File: src/rtl/pipelined_carry_adder.sv
// pipelined_carry_adder: WIDTH-bit add/sub, CHUNK bits resolved per stage; `define ADD_OVF_FLAG_EN adds out_ovf
module pipelined_carry_adder #(
    parameter int WIDTH = 16,
    parameter int CHUNK = 4
) (
    input  logic             clk,
    input  logic             rst,
    input  logic             in_valid,
    output logic             in_ready,
    input  logic [WIDTH-1:0] in_a,
    input  logic [WIDTH-1:0] in_b,
    input  logic             in_cin,
    input  logic             in_sub,
    output logic             out_valid,
    input  logic             out_ready,
    output logic [WIDTH-1:0] out_sum,
    output logic             out_cout
`ifdef ADD_OVF_FLAG_EN
    ,
    output logic             out_ovf
`endif
);
    localparam int CH = CHUNK < 1 ? 1 : CHUNK;
    localparam int STAGES = WIDTH / CH;

    if (CHUNK < 1 || WIDTH < 2 || WIDTH % CH != 0) begin : g_bad_params
        $error("pipelined_carry_adder: WIDTH must be >= 2 and a multiple of CHUNK >= 1");
    end

    logic en;
    logic iv_q, iv_d, ic_q, ic_d;
    logic [WIDTH-1:0] ia_q, ia_d, ib_q, ib_d;

    // whole pipeline advances unless a result is waiting on the consumer
    always_comb begin
        en = !out_valid || out_ready;
        in_ready = en;
    end

    // effective operands: subtract is A + ~B + 1, cin ignored
    always_comb begin
        iv_d = in_valid;
        ia_d = in_a;
        ib_d = in_sub ? ~in_b : in_b;
        ic_d = in_sub | in_cin;
    end

    // input register holding the operand set of the accepted operation
    always_ff @(posedge clk) begin
        if (rst) begin
            iv_q <= 1'b0;
            ic_q <= 1'b0;
            ia_q <= '0;
            ib_q <= '0;
        end else if (en) begin
            iv_q <= iv_d;
            ic_q <= ic_d;
            ia_q <= ia_d;
            ib_q <= ib_d;
        end
    end

    for (genvar k = 0; k < STAGES; k++) begin : g_st
        localparam int LO = k * CH;
        localparam int REM = WIDTH - LO;
        logic [REM-1:0] a_i, b_i;
        logic c_i;
        logic [CH:0] add;
        logic v_q, v_d, c_q, c_d;
        logic [LO+CH-1:0] s_q, s_d;
        if (k == 0) begin : g_first
            // lowest slice adds the registered operands with c0
            always_comb begin
                a_i = ia_q;
                b_i = ib_q;
                c_i = ic_q;
                v_d = iv_q;
                add = {1'b0, a_i[CH-1:0]} + {1'b0, b_i[CH-1:0]} + {{CH{1'b0}}, c_i};
                s_d = add[CH-1:0];
                c_d = add[CH];
            end
        end else begin : g_next
            // upper slice adds skewed operands with the previous stage's carry, appending to the finished low sum
            always_comb begin
                a_i = g_st[k-1].g_ops.a_q;
                b_i = g_st[k-1].g_ops.b_q;
                c_i = g_st[k-1].c_q;
                v_d = g_st[k-1].v_q;
                add = {1'b0, a_i[CH-1:0]} + {1'b0, b_i[CH-1:0]} + {{CH{1'b0}}, c_i};
                s_d = {add[CH-1:0], g_st[k-1].s_q};
                c_d = add[CH];
            end
        end
        // stage registers: valid bit, carry out and the sum bits resolved so far
        always_ff @(posedge clk) begin
            if (rst) begin
                v_q <= 1'b0;
                c_q <= 1'b0;
                s_q <= '0;
            end else if (en) begin
                v_q <= v_d;
                c_q <= c_d;
                s_q <= s_d;
            end
        end
        if (k < STAGES - 1) begin : g_ops
            logic [REM-CH-1:0] a_q, a_d, b_q, b_d;
            // operand slices not yet added move ahead to the next stage
            always_comb begin
                a_d = a_i[REM-1:CH];
                b_d = b_i[REM-1:CH];
            end
            // skew registers for the pending operand slices
            always_ff @(posedge clk) begin
                if (rst) begin
                    a_q <= '0;
                    b_q <= '0;
                end else if (en) begin
                    a_q <= a_d;
                    b_q <= b_d;
                end
            end
        end
    end

    assign out_valid = g_st[STAGES-1].v_q;
    assign out_sum   = g_st[STAGES-1].s_q;
    assign out_cout  = g_st[STAGES-1].c_q;

`ifdef ADD_OVF_FLAG_EN
    logic ovf_q, ovf_d;

    // signed overflow: carry into the MSB differs from the carry out of it
    always_comb begin
        ovf_d = g_st[STAGES-1].a_i[CH-1] ^ g_st[STAGES-1].b_i[CH-1]
              ^ g_st[STAGES-1].add[CH-1] ^ g_st[STAGES-1].add[CH];
    end

    // overflow flag registered alongside the top sum slice
    always_ff @(posedge clk) begin
        if (rst) ovf_q <= 1'b0;
        else if (en) ovf_q <= ovf_d;
    end

    assign out_ovf = ovf_q;
`endif
endmodule

File: config.mk
export PLATFORM = sky130hd
export DESIGN_NAME = pipelined_carry_adder
export DESIGN_NICKNAME = d
export VERILOG_FILES = /design/src/rtl/pipelined_carry_adder.sv
export SDC_FILE = /design/constraint.sdc
export NUM_CORES = 1
export LEC_CHECK = 0
export BUFFER_PORTS_ARGS = -buffer_cell sky130_fd_sc_hd__clkbuf_2
export CAP_MARGIN = 20
export CORE_ASPECT_RATIO = 2
export CORE_MARGIN = 3
export CORE_UTILIZATION = 58
export DETAILED_ROUTE_END_ITERATION = 8
export GPL_TIMING_DRIVEN = 0
export PLACE_DENSITY = 0.79
export REMOVE_ABC_BUFFERS = 1
export SYNTH_ARGS = -nofsm -noshare
export SYNTH_HDL_FRONTEND = slang
export SYNTH_SLANG_ARGS = --single-unit
export TNS_END_PERCENT = 1
File: constraint.sdc
create_clock -name clk -period 2.2 [get_ports clk]
set_input_delay 0.44 -clock clk [delete_from_list [all_inputs] [get_ports clk]]
set_output_delay 0.44 -clock clk [all_outputs]
set_load 0.01 [all_outputs]
==> metrics.md <==
| Metric | Value |
|---|---|
| Core area | `slightly below 9000 sq um` |
| NetSw | `~1.2 mW` |
| Kind of critical path | `reg2out` |
| RSZ-0062 raised after global routing | `false` |
| Worst slew pin tran | `between 0.8 and 0.9 ns` |
| Cell Pwr Density | `between 800 and 900 nW/um^2` |
| Worst slew margin | `a little over two fifths` |
| Status | `completed` |
| Fin. max-slew vios | `0` |
| Overflow after GRT | `0` |
| ANT nets after route | `0` |
| Hold Buf Count CTS | `0` |
| Met1 Track Usage GR | `between 20 and 25%` |
| Worst hold-check path type | `in2reg` |
| Clock power share | `a little under half` |
| # placed instances | `733` |
| P_int | `~4.2 mW` |
| Final wirelength | `between 10000 and 15000 microns` |
| Yosys warns | `0` |
| CTS root buffer | `clkbuf_16` |
| Gate Count Post-Synth | `approximately 620` |
| DRT Pass-1 Iters | `4` |
| Largest delay share family, worst path | `buffers and inverters` |
| Slowest cell on the critical path | `dfxtp_1` |
| Placed cell area | `around 5500 sq um` |
| Yosys top cell area share | `between 40% and 50%` |
| Cell variety after synth | `27` |
| IO Count | `57` |
| Synth Area per Inst | `approximately 8.6 sq um` |
| DP HPWL | `approximately 6000 microns` |
| Layout area overhead | `15.2%` |
| Vias per cell | `5.38` |
| Via count of the first global-routing pass | `between 4000 and 5000` |
| Cell Area, Synth | `between 5000 and 6000 sq um` |
| CTS max path bufs | `2` |
| GRT busiest layer | `met2` |
| Antenna cell count | `0` |
| Area of the multi-input gates | `about 2400 sq um` |
| Clk slew on worst S/H paths | `~0.050 ns` |
| Grt met3 use | `between 5 and 6%` |
| Fin nets | `713` |
| Cell taking the most area after synthesis | `dfxtp_1` |
| Slowest Stage Delay on Critical Path | `around 0.33 ns` |
| Die outline area | `about 10000 sq um` |
| Largest net degree at the start of global routing | `75` |
| WP data required | `1.76 ns` |
| Initial DRC count | `roughly 160` |
| H-tree depth | `4` |
| GRT Total Usage | `a little over a fifth` |
| Final non-filler cell total | `~770` |
| Die Height | `roughly 140 microns` |
| Comb power frac | `about 6.4%` |
| Register area share after synthesis | `49.1%` |
| FP Rows | `48` |
| Synth Register Bits | `between 100 and 150` |
| Drt wl/cell | `roughly 13 microns` |
| # port buffers | `56` |
| Worst path bufs/invs | `3` |
| # clock sinks | `between 100 and 150` |
| Skew-Pair Late Insertion Delay | `roughly 0.40 ns` |
| CTS tree | `yes` |
| Fin area | `just over 6000 sq um` |
| Initial antenna violation count | `0` |
| Gpl congestion | `roughly 0.73` |
| DR vias | `4130` |
| Sw frac | `a little over a fifth` |
| Initial core utilization | `between 60% and 70%` |
| Worst Setup End Kind | `primary output` |
| Setup TNS | `0 ns` |
| Worst hold slack | `0.254 ns` |
| WP data arrival | `about 1.6 ns` |
| Layout cells sized above 1 | `15.9%` |
| VDD IR max | `just over 700 uV` |
| Final Skew | `0.00423 ns` |
| Setup violators final | `0` |
| Seq pwr share | `between 40% and 50%` |
| Startpoint types | `register` |
| Fillcell total | `approximately 690` |
| Achievable clock frequency | `just under 500 MHz` |
| Crit share post-route | `just over 90%` |
| Hold Vio Cnt, Final | `0` |
| # DRC | `0` |
| Number of max-cap violations | `0` |
| Top cells by area, synth | `dfxtp_1, nand2_1, a21oi_1` |
| Die width | `73.6 microns` |
| First-pass GRT wire length | `~18000 microns` |
| Reg area | `about 2600 sq um` |
| Met2 GRT Util | `between 30% and 40%` |
| CTS Buf Count | `17` |
| Crit-path cells | `nor2b_4 > inv_8 > buf_16 > clkbuf_2` |
| Final worst path period need | `2.03 ns` |
| Leak | `between 2 and 2.5 nW` |
| Maximum fanout along the worst path | `56` |
stage by stage:
| step | total power, mW | utilization (%) | setup slack, ns |
|---|---|---|---|
| global route | 5.57 | 69.7 | 0.0642 |
| finish | 5.37 | 69.7 | 0.172 |
| floorplan | 2.78 | - | -1.38 |
| global placement | 2.90 | 62.0 | -3.02 |
| detailed placement | 2.93 | 63.1 | -0.372 |
| CTS | 5.42 | 69.6 | 0.0570 |
cell type report:
class,instances,area share (%)
Clock inverter,7,0.983
Timing Repair Buffer,62,6.84
Clock buffer,24,7.56
Sequential cell,130,42.6
Tap cell,100,2.05
Inverter,12,0.860
Multi-Input combinational cell,432,39.1
cells in the final DEF, fill, tap and decap left out:
cell	synthesis	routed
a211oi_1	8	8
buf_12	0	2
clkbuf_4	0	1
clkbuf_1	3	6
xor2_1	1	1
a211oi_2	16	16
nand2_1	199	199
nor2b_4	1	1
nor2_1	30	30
fa_1	8	8
bufbuf_16	0	1
a21o_1	4	4
dfxtp_1	130	130
clkinv_2	0	6
a221oi_1	1	1
clkbuf_16	0	17
or3_1	3	3
inv_8	0	1
nor2b_2	0	1
buf_4	6	1
nor3_1	3	3
nand2b_1	3	3
nor2b_1	3	3
buf_16	0	2
xnor2_1	19	19
inv_1	11	11
ha_1	12	12
a21oi_1	103	103
o211ai_1	4	4
bufinv_16	0	1
a2111o_1	4	4
o21ai_0	3	3
clkbuf_8	0	1
nand3b_1	6	6
clkbuf_2	0	55
cells in the mapped netlist:
| cell | instances |
|---|---|
| nand2_1 | 199 |
| dfxtp_1 | 130 |
| a21oi_1 | 103 |
| buf_2 | 30 |
| nor2_1 | 30 |
| xnor2_1 | 19 |
| a211oi_2 | 16 |
| ha_1 | 12 |
| inv_1 | 11 |
| a211oi_1 | 8 |
| fa_1 | 8 |
| buf_4 | 6 |
| buf_6 | 6 |
| nand3b_1 | 6 |
| a2111o_1 | 4 |
| a21o_1 | 4 |
| o211ai_1 | 4 |
| clkbuf_1 | 3 |
| nand2b_1 | 3 |
| nor2b_1 | 3 |
| nor3_1 | 3 |
| o21ai_0 | 3 |
| or3_1 | 3 |
| a221oi_1 | 1 |
| inv_2 | 1 |
| nor2b_4 | 1 |
| xor2_1 | 1 |
timing repair:
item,in CTS,in global routing
endpoints found under the setup margin,1,1
buffers inserted,1,0
gates cloned,2,0
gates resized for setup,1,1
logic make-up (layout without fill, tap and decap cells):
logic type	after synthesis	after routing	synth area share, %
simple gates	248	249	18.7
compound gates	143	143	17.1
flops	130	130	49.1
buf+inv	57	105	6.02
fa+ha+maj	20	20	5.85
xor+xnor	20	20	3.30
tightest hold or removal path, stage by stage:
cell and delay, ns:
clkbuf_2 0.08, nand2_1 0.04, a21oi_1 0.05
layer usage:
layer,part of all wire [%],up-vias
met5,0,-
met4,2.5,0
met3,3.4,21
met2,55,76
met1,40,1932
li1,-,2101
worst paths after layout:
| check | from | endpoint | slack [ns] | depth (start not counted) |
|---|---|---|---|---|
| max reg2reg | g_st[2].c_q$_SDFFE_PP0P_ | out_cout$_SDFFE_PP0P_ | 0.30 | 5 |
| max | out_valid$_SDFFE_PP0P_ | in_ready | 0.17 | 4 |
| min reg2reg | out_sum[9]$_SDFFE_PP0P_ | out_sum[9]$_SDFFE_PP0P_ | 0.44 | 2 |
| min | in_a[13] | g_st[0].a_i[13]$_SDFFE_PP0P_ | 0.25 | 3 |
registers in the layout (all words and copies together), names as in the netlist:
signal	flops
g_st.s_q	24
g_st.b_i	16
g_st.c_q	3
g_st.v_d	1
g_st.g_ops.a_q	24
g_st.c_i	1
g_st.v_q	3
out_sum	16
g_st.a_i	16
out_cout	1
out_valid	1
g_st.g_ops.b_q	24
power by group through the flow:
stage	clock, mW	sequential (mW)	combinational (mW)
after floorplan	0	2.57	0.205
after global placement	0	2.58	0.325
after detailed placement	0	2.59	0.341
after CTS	2.53	2.54	0.351
after global routing	2.63	2.55	0.391
final	2.49	2.54	0.345
(Power assumes the default switching activity.)
